**src/rtl/fir_pkg.sv**
```systemverilog
// Constants and types shared by the 3-tap FIR (taps 1, 2, 3) and its inverse decoder.
package fir_pkg;
  localparam int C0   = 1;
  localparam int C1   = 2;
  localparam int C2   = 3;
  localparam int XW   = 4;
  localparam int YW   = 8;
  localparam int CNTW = 16;

  typedef enum logic {RUN, FAULT} state_t;
endpackage

```
**src/rtl/fir_inv_dp.sv**
```systemverilog
// Combinational deconvolution step: d = y - C1*h1 - C2*h2, with a range check
// and a value clamped to the sample range.
module fir_inv_dp #(
  parameter int XW = 4,
  parameter int YW = 8,
  parameter int C1 = 2,
  parameter int C2 = 3
) (
  input  logic [YW-1:0] y,
  input  logic [XW-1:0] h1,
  input  logic [XW-1:0] h2,
  output logic          good,
  output logic [XW-1:0] sat
);
  // Three extra bits keep the signed difference exact for any y and history.
  localparam int DW = YW + 3;
  localparam logic signed [DW-1:0] XMAX = DW'((1 << XW) - 1);

  logic signed [DW-1:0] y_s, p1, p2, d;

  always_comb begin
    y_s  = $signed({{(DW-YW){1'b0}}, y});
    p1   = $signed(DW'(C1)) * $signed({{(DW-XW){1'b0}}, h1});
    p2   = $signed(DW'(C2)) * $signed({{(DW-XW){1'b0}}, h2});
    d    = y_s - p1 - p2;
    good = !d[DW-1] && (d <= XMAX);
    if (d[DW-1])
      sat = '0;
    else if (good)
      sat = d[XW-1:0];
    else
      sat = '1;
  end
endmodule

```
**src/rtl/fir_inv_decoder.sv**
```systemverilog
// Inverse FIR decoder: recovers 4-bit samples from the 3-tap FIR output,
// flagging impossible sequences and holding FAULT until sync_clr or rst.
module fir_inv_decoder
  import fir_pkg::*;
#(
  parameter int XW   = fir_pkg::XW,
  parameter int YW   = fir_pkg::YW,
  parameter int C1   = fir_pkg::C1,
  parameter int C2   = fir_pkg::C2,
  parameter int CNTW = fir_pkg::CNTW
) (
  input  logic            clk,
  input  logic            rst,
  input  logic            in_valid,
  input  logic [YW-1:0]   y_in,
  input  logic            sync_clr,
  output logic [XW-1:0]   x_out,
  output logic            out_valid,
  output logic            err,
  output logic [CNTW-1:0] sample_cnt
);
  state_t          state_reg, state_next;
  logic [XW-1:0]   h1_reg, h1_next, h2_reg, h2_next;
  logic [XW-1:0]   x_reg, x_next;
  logic            ov_reg, ov_next;
  logic            err_reg, err_next;
  logic [CNTW-1:0] cnt_reg, cnt_next;
  logic            good;
  logic [XW-1:0]   sat;

  // History is zero throughout FAULT, so FAULT decodes against a cleared history.
  fir_inv_dp #(.XW(XW), .YW(YW), .C1(C1), .C2(C2)) u_dp (
    .y    (y_in),
    .h1   (h1_reg),
    .h2   (h2_reg),
    .good (good),
    .sat  (sat)
  );

  always_ff @(posedge clk or posedge rst) begin
    if (rst) begin
      state_reg <= RUN;
      h1_reg    <= '0;
      h2_reg    <= '0;
      x_reg     <= '0;
      ov_reg    <= 1'b0;
      err_reg   <= 1'b0;
      cnt_reg   <= '0;
    end else begin
      state_reg <= state_next;
      h1_reg    <= h1_next;
      h2_reg    <= h2_next;
      x_reg     <= x_next;
      ov_reg    <= ov_next;
      err_reg   <= err_next;
      cnt_reg   <= cnt_next;
    end
  end

  always_comb begin
    state_next = state_reg;
    h1_next    = h1_reg;
    h2_next    = h2_reg;
    x_next     = x_reg;
    ov_next    = 1'b0;
    err_next   = err_reg;
    cnt_next   = cnt_reg;
    // sync_clr beats a coincident strobe: the sample is dropped.
    if (sync_clr) begin
      state_next = RUN;
      h1_next    = '0;
      h2_next    = '0;
      err_next   = 1'b0;
      cnt_next   = '0;
    end else if (in_valid) begin
      x_next  = sat;
      ov_next = 1'b1;
      if (state_reg == RUN) begin
        if (good) begin
          h2_next  = h1_reg;
          h1_next  = sat;
          cnt_next = cnt_reg + 1'b1;
        end else begin
          h1_next    = '0;
          h2_next    = '0;
          err_next   = 1'b1;
          state_next = FAULT;
        end
      end
    end
  end

  assign x_out      = x_reg;
  assign out_valid  = ov_reg;
  assign err        = err_reg;
  assign sample_cnt = cnt_reg;
endmodule

```
**config.mk**
```make
export PLATFORM = sky130hd
export DESIGN_NAME = fir_inv_decoder
export DESIGN_NICKNAME = d
export VERILOG_FILES = /design/src/rtl/fir_pkg.sv /design/src/rtl/fir_inv_dp.sv /design/src/rtl/fir_inv_decoder.sv
export SDC_FILE = /design/constraint.sdc
export NUM_CORES = 1
export LEC_CHECK = 0
export CAP_MARGIN = 10
export CORE_AREA = 2 2 82 84
export DETAILED_ROUTE_END_ITERATION = 10
export DIE_AREA = 0 0 84 86
export GPL_TIMING_DRIVEN = 0
export HOLD_SLACK_MARGIN = 0.02
export PLACE_DENSITY = 0.57
export SYNTH_ARGS = -nofsm -noshare
export SYNTH_HDL_FRONTEND = slang
export SYNTH_HIERARCHICAL = 1
export SYNTH_SLANG_ARGS = --single-unit
```
**constraint.sdc**
```tcl
create_clock -name clk -period 8.96 [get_ports clk]
set_input_delay 1.792 -clock clk [delete_from_list [all_inputs] [get_ports clk]]
set_output_delay 1.792 -clock clk [all_outputs]
set_load 0.05 [all_outputs]
```
[Word-level counts from Yosys, hierarchy flattened]
Cells that the tools add are included.
Storage, ports and cells
  input bits: 12
  register bits: 31
Cells by class
  equality and inequality tests: 2
  $mul: 1
  muxes and demuxes: 24
  bitwise operators: 1
  add/subtract/negate cells: 3
  $lt $le $gt $ge: 1
  reduce and logical (&&, ||, !) cells: 8
Operators by type and width (number)
  2-to-1 mux 16 bit: 4
  2-to-1 mux 4 bit: 10
  adder 16 x 1 -> 16 bit, second input constant: 1
  <= comparator 11 x 5 -> 1 bit, second input constant: 1
  subtractor 11 bit: 1
  2-to-1 mux 1 bit: 10
  subtractor 8 x 5 -> 9 bit: 1
  multiplier 2 x 4 -> 6 bit, first input constant: 1
  AND reduction 3 bit: 2
  inequality test 2 bit, second input constant: 2
  AND reduction 2 bit: 2
  nonzero test 2 bit: 2
  logical AND 1 bit: 1
  zero test 1 bit: 1
  inverter 1 bit: 1

[Depth between registers and ports, before layout]
Gate-level depths: netlist of the first run.
  word-level depth: 10
  gate-level depth with buffers: 18
  depth with buffers taken out: 17

[By module]
Netlist of the first run, hierarchy kept.
Modules (own cells, without submodules)
  fir_inv_decoder: cells each 143, instances 1, area each 1443.9 um^2, seq. area each 775.7 um^2
  fir_inv_dp: cells each 99, instances 1, area each 719.4 um^2, seq. area each 0.0 um^2

[Worst setup path before layout of the first run]
No wires, ideal clock.
  path kind: input to register
  from: in y_in[2]
  to: reg cnt_reg[13] (netlist: sample_cnt[13])
  arrival time: 5.098 ns
  path buffers: 2
  cell stages on the path: 17
  path slack: 3.737 ns
  data required time: 8.835 ns
  cell sequence: ha_1 -> nor2b_1 -> o21ai_0 -> nand2_1 -> xor2_1 -> ha_1 -> buf_6 -> a21o_1 -> or2_1 -> a22o_1 -> or3_1 -> a21oi_2 -> and3b_1 -> buf_6 -> o211ai_2 -> nor3_1 -> mux2_2
On the way
  word-level cells in the longest chain between the ends: 6
  elaborated cells on any way between the ends: 7
  those cells by class: 2 x add/sub; 1 x order compare; 4 x reduce/logical
RTL lines
  start, declared: RTL line fir_inv_decoder.sv:15  | input logic [YW-1:0] y_in,
  subtractor 8 x 5 -> 9 bit *: RTL line fir_inv_dp.sv:25  | d = y_s - p1 - p2;
  subtractor 11 bit *: RTL line fir_inv_dp.sv:25
  <= comparator 11 x 5 -> 1 bit / zero test 1 bit (equally long branches): RTL line fir_inv_dp.sv:26  | good = !d[DW-1] && (d <= XMAX);
  logical AND 1 bit *: RTL line fir_inv_dp.sv:26
  via good: RTL line fir_inv_decoder.sv:28  | logic good;
  nonzero test 2 bit (no source line) *
  AND reduction 3 bit (no source line) *
  end signal, assigned: RTL line fir_inv_decoder.sv:56  | cnt_reg <= cnt_next;
  end, declared: RTL line fir_inv_decoder.sv:27  | logic [CNTW-1:0] cnt_reg, cnt_next;
Mark *: on every way through the listed nets, which the timed path passes. The rest lies on a longest branch.
A chain may end at the register's enable or synchronous reset.

[Final worst setup path of the first run]
  from: in y_in[1]
  to: reg cnt_reg[9] (netlist: sample_cnt[9])
Same word-level chain as after synthesis.

==> results of run 1 <==
-- worst max-delay path by stage --
stage                     startpoint        endpoint  slack [ns]  depth (start not counted)
after floorplan              y_in[2]  sample_cnt[13]        3.74                         17
after global placement       y_in[1]   sample_cnt[9]        2.84                         19
after detailed placement     y_in[1]   sample_cnt[9]        2.90                         18
after CTS                    y_in[1]   sample_cnt[9]        3.17                         18
after global routing         y_in[1]   sample_cnt[9]        2.73                         19
final                        y_in[1]   sample_cnt[9]        3.14                         18
-- worst reg2reg max path: stages (launching register included) --
cell	delay [ns]
sky130_fd_sc_hd__dfrtp_1	0.44
sky130_fd_sc_hd__inv_1	0.07
sky130_fd_sc_hd__ha_1	0.26
sky130_fd_sc_hd__nor2b_1	0.15
sky130_fd_sc_hd__o21ai_0	0.14
sky130_fd_sc_hd__nand2_1	0.09
sky130_fd_sc_hd__xor2_1	0.15
sky130_fd_sc_hd__ha_1	0.31
sky130_fd_sc_hd__buf_6	0.14
sky130_fd_sc_hd__a21o_1	0.18
sky130_fd_sc_hd__or2_1	0.22
sky130_fd_sc_hd__a22o_1	0.24
sky130_fd_sc_hd__or3_1	0.37
sky130_fd_sc_hd__a21oi_2	0.29
sky130_fd_sc_hd__buf_4	0.24
sky130_fd_sc_hd__nand3b_1	0.19
sky130_fd_sc_hd__a2111oi_2	0.44
sky130_fd_sc_hd__xnor2_1	0.16
sky130_fd_sc_hd__nor2_1	0.06
-- power groups by stage --
stage,Clock (uW),Combinational (uW),Sequential [uW]
4_1_cts,116,96.8,150
3_5_place_dp,0,96.1,152
2_1_floorplan,0,50.9,167
6_report,112,95.8,149
5_1_grt,123,106,150
3_3_place_gp,0,94.5,152
-- through the flow --
| step | setup slack [ns] | cells | util | hold slack, ns | power (uW) |
|---|---|---|---|---|---|
| final | 3.14 | 360 | 0.431 | 0.512 | 358 |
| after global routing | 2.73 | 360 | 0.431 | 0.533 | 378 |
| after CTS | 3.17 | 360 | 0.431 | 0.515 | 362 |
| after detailed placement | 2.90 | 353 | 0.417 | 0.501 | 248 |
| after global placement | 2.84 | 352 | 0.413 | 0.498 | 247 |
| after floorplan | 3.74 | 242 | - | 0.503 | 218 |
-- layout make-up --
cell class,instances,area (sq um)
buffer,9,52.6
clock buffer,6,82.6
clock inverter,1,5.00
fill,639,3570
inverter,17,63.8
multi-input combinational,185,1270
sequential,31,776
tap,77,96.3
timing repair buffer,34,358
-- cells in the mapped netlist, types with 2 or more instances --
library cell	count
sky130_fd_sc_hd__ha_1	15
sky130_fd_sc_hd__nor3_1	2
sky130_fd_sc_hd__or3_1	8
sky130_fd_sc_hd__nand3_1	14
sky130_fd_sc_hd__clkbuf_1	4
sky130_fd_sc_hd__buf_1	2
sky130_fd_sc_hd__a21oi_1	24
sky130_fd_sc_hd__and4_1	3
sky130_fd_sc_hd__and3_1	3
sky130_fd_sc_hd__dfrtp_1	31
sky130_fd_sc_hd__nand3b_1	3
sky130_fd_sc_hd__nor2_1	19
sky130_fd_sc_hd__o2111ai_1	2
sky130_fd_sc_hd__xnor2_1	6
sky130_fd_sc_hd__fa_1	3
sky130_fd_sc_hd__a211oi_1	6
sky130_fd_sc_hd__buf_6	2
sky130_fd_sc_hd__nand2_1	22
sky130_fd_sc_hd__nand2b_1	3
sky130_fd_sc_hd__mux2_2	6
sky130_fd_sc_hd__nor2b_1	5
sky130_fd_sc_hd__o211ai_1	2
sky130_fd_sc_hd__nand4_1	2
sky130_fd_sc_hd__inv_1	17
sky130_fd_sc_hd__o21ai_0	11
sky130_fd_sc_hd__xor2_1	10
-- routing by layer --
metal | global-route usage | up-vias | routed length [um]
met3 | 0.0366 | 5 | 244
li1 | - | 931 | -
met2 | 0.223 | 43 | 2200
met4 | 0.0440 | 0 | 59
met5 | 0 | - | 0
met1 | 0.223 | 832 | 2460
-- logic make-up (layout without fill, tap and decap cells) --
| logic type | after synthesis | after routing | share of synthesized area |
|---|---|---|---|
| xor+xnor | 16 | 16 | 0.0648 |
| mux | 6 | 6 | 0.0312 |
| compound gates | 53 | 53 | 0.158 |
| fa+ha+maj | 18 | 18 | 0.115 |
| simple gates | 92 | 92 | 0.219 |
| flops | 31 | 31 | 0.359 |
| buf+inv | 26 | 67 | 0.0538 |
==> results.toml, run 1 <==
[status]
outcome = "finished clean"

[routing]
drtIter0Drc = 109
postRouteAntennaNets = 0
firstDrtPassIters = 4
wl_um = 4970
post-route-drc-count = 0
post_drt_wl_per_cell_um = 13.8
dr_total_vias = 1811
post_drt_via_cell_ratio = 5.03

[clock_network]
clk_latency_ns = 0.28
clkSinkCount = 31
post-cts-setup-buffer-count = 0
cts-hold-fix-buffers = 0
tritoncts = "yes"
cts_htree_levels = 2
clkSlewWorstSetupHoldPaths_ns = 0.07
ctsLongestPathBuffers = 2
total_of_cells_resized_after_clock_tree_synthesis = 0
clock_tree.root_cell = "sky130_fd_sc_hd__clkbuf_8"
tritoncts.num_buffers = 5

[yosys]
yosys_most_used_dff = "sky130_fd_sc_hd__dfrtp_1"
yosysTopAreaCellShare = 0.359
post-synth-top-area-cell = "sky130_fd_sc_hd__dfrtp_1"
syn-cell-area_sq_mm = 0.00216
synth.yosys.seq_area_share = 0.359
syn_inst = 242
post_synth_main_area_contributors = "sky130_fd_sc_hd__dfrtp_1 36%, sky130_fd_sc_hd__ha_1 8.7%, sky130_fd_sc_hd__a21oi_1 5.6%"
syn-num-nets = 272
synth-async-reset-ratio = 1.00
synth_area_per_inst_sq_um = 8.94
ys_types = 43
synth-edff-count = 0
synth-seq-cells = 31
yosysWarnings = 6

[cells_and_area]
layout.cells.most_common = "sky130_fd_sc_hd__clkdlybuf4s50_1"
fin_nets = 313
drive_gt1_frac = 0.0813
flip_flop_count_of_the_largest_register_after_layout = 16
layout-area-overhead-vs-synth_pct = 25.0
mostFrequentLayoutCells = "33 x sky130_fd_sc_hd__clkdlybuf4s50_1, 31 x sky130_fd_sc_hd__dfrtp_1, 24 x sky130_fd_sc_hd__a21oi_1"
finalInstanceArea_sq_mm = 0.00271
n_antenna_cell = 0

[floorplanning]
start_util = 0.345
die_width_um = 84
die-height_um = 86
core_region_area_sq_mm = 0.00628
std_cell_rows = 29
design.portCount = 34
die_area_sq_mm = 0.00722

[placement]
placedInstanceArea_sq_mm = 0.00262
gp_congestion = 0.820
port_buffers = 33
post-dp-hpwl_um = 3770

[setup_path]
critical-path-max-stage-delay_ns = 0.45
critical_path.reg2reg.startpoint = "h1_reg[1]"
crit_path_kind = "input port to register"
r2r_cells = 18
path_cells = "clkdlybuf4s50_1, inv_1, ha_1, fa_1, nor2b_1, o21a_1, nor2_1, xor2_1, ha_1, mux2_2, nor4_1, o2111ai_1, a21oi_2, buf_4, nand3b_1, a2111oi_2, xnor2_1, nor2_1"
cp_data_required_time_ns = 9.11
slowest_stage = "sky130_fd_sc_hd__clkdlybuf4s50_1"
path_max_fanout = 10
worstPathArrival_ns = 5.97
worstSetupEndpointType = "register"
critical_path_buf_inv_count = 3
critical-path-top-delay-family = "compound AO/OA/AOI/OAI gates"
rr_endpoint = "sample_cnt[9]"
setup.reg_to_reg.worst_slack_ns = 4.69
start_kind = "input port"

[sta]
timing.setup.tns_ns = 0
worst-slew-pin-transition_ns = 0.620
number_of_max_slew_violations_in_the_final_report = 0
setup-violations-final = 0
post-route-min-period_ns = 5.82
setup_repair_after_global_routing_missed_its_margin = "no"
max_freq_mhz = 172
post-route-period-util = 0.650
finalClockSkew_ns = 0.00599
timing.slew.headroom = 0.587
finalHoldViolCount = 0

[power]
power_frac_comb = 0.268
p_int_uw = 245
pwr-share-clk = 0.314
p_per_area_mw_per_mm2 = 132
vdd_drop_max_v = 0.0000875
netSwitchingFraction = 0.316
power.static_leakage_uw = 0.00110
power_switching_uw = 113
seqPwrFrac = 0.418

[grt]
antenna_found_initial = 0
grt.overflow.total = 0
grt_first_pass_wirelength_um = 8870
vias_in_the_first_global_route = 1768
pin_count_of_the_biggest_net_entering_global_routing = 19
track_usage = 0.152

[run]
drv.max_cap_violation_count = 0

[worst_hold_path]
min-delay-start = "x_out[3]"
min_path_type = "register to register"
timing.hold.worst_path_depth = 1
hold_end = "x_out[3]"
Power figures use the tool's default switching activity.
==> run 2, diff against run 1 <==
==> constraint.sdc (replaced) <==
create_clock -name clk -period 5.9 [get_ports clk]
set_input_delay 1.18 -clock clk [delete_from_list [all_inputs] [get_ports clk]]
set_output_delay 1.18 -clock clk [all_outputs]
set_load 0.05 [all_outputs]
==> results of run 2 <==
Same layout as run 1 (identical final DEF). Status: finished clean.
Main changes from that run: setup slack after placement 2.90 ns -> 0.450 ns; setup slack after layout 3.14 ns -> 0.689 ns; register-to-register setup slack 4.69 ns -> 1.63 ns; total power 358 uW -> 543 uW; worst IR drop on VDD 0.0000875 V -> 0.000133 V
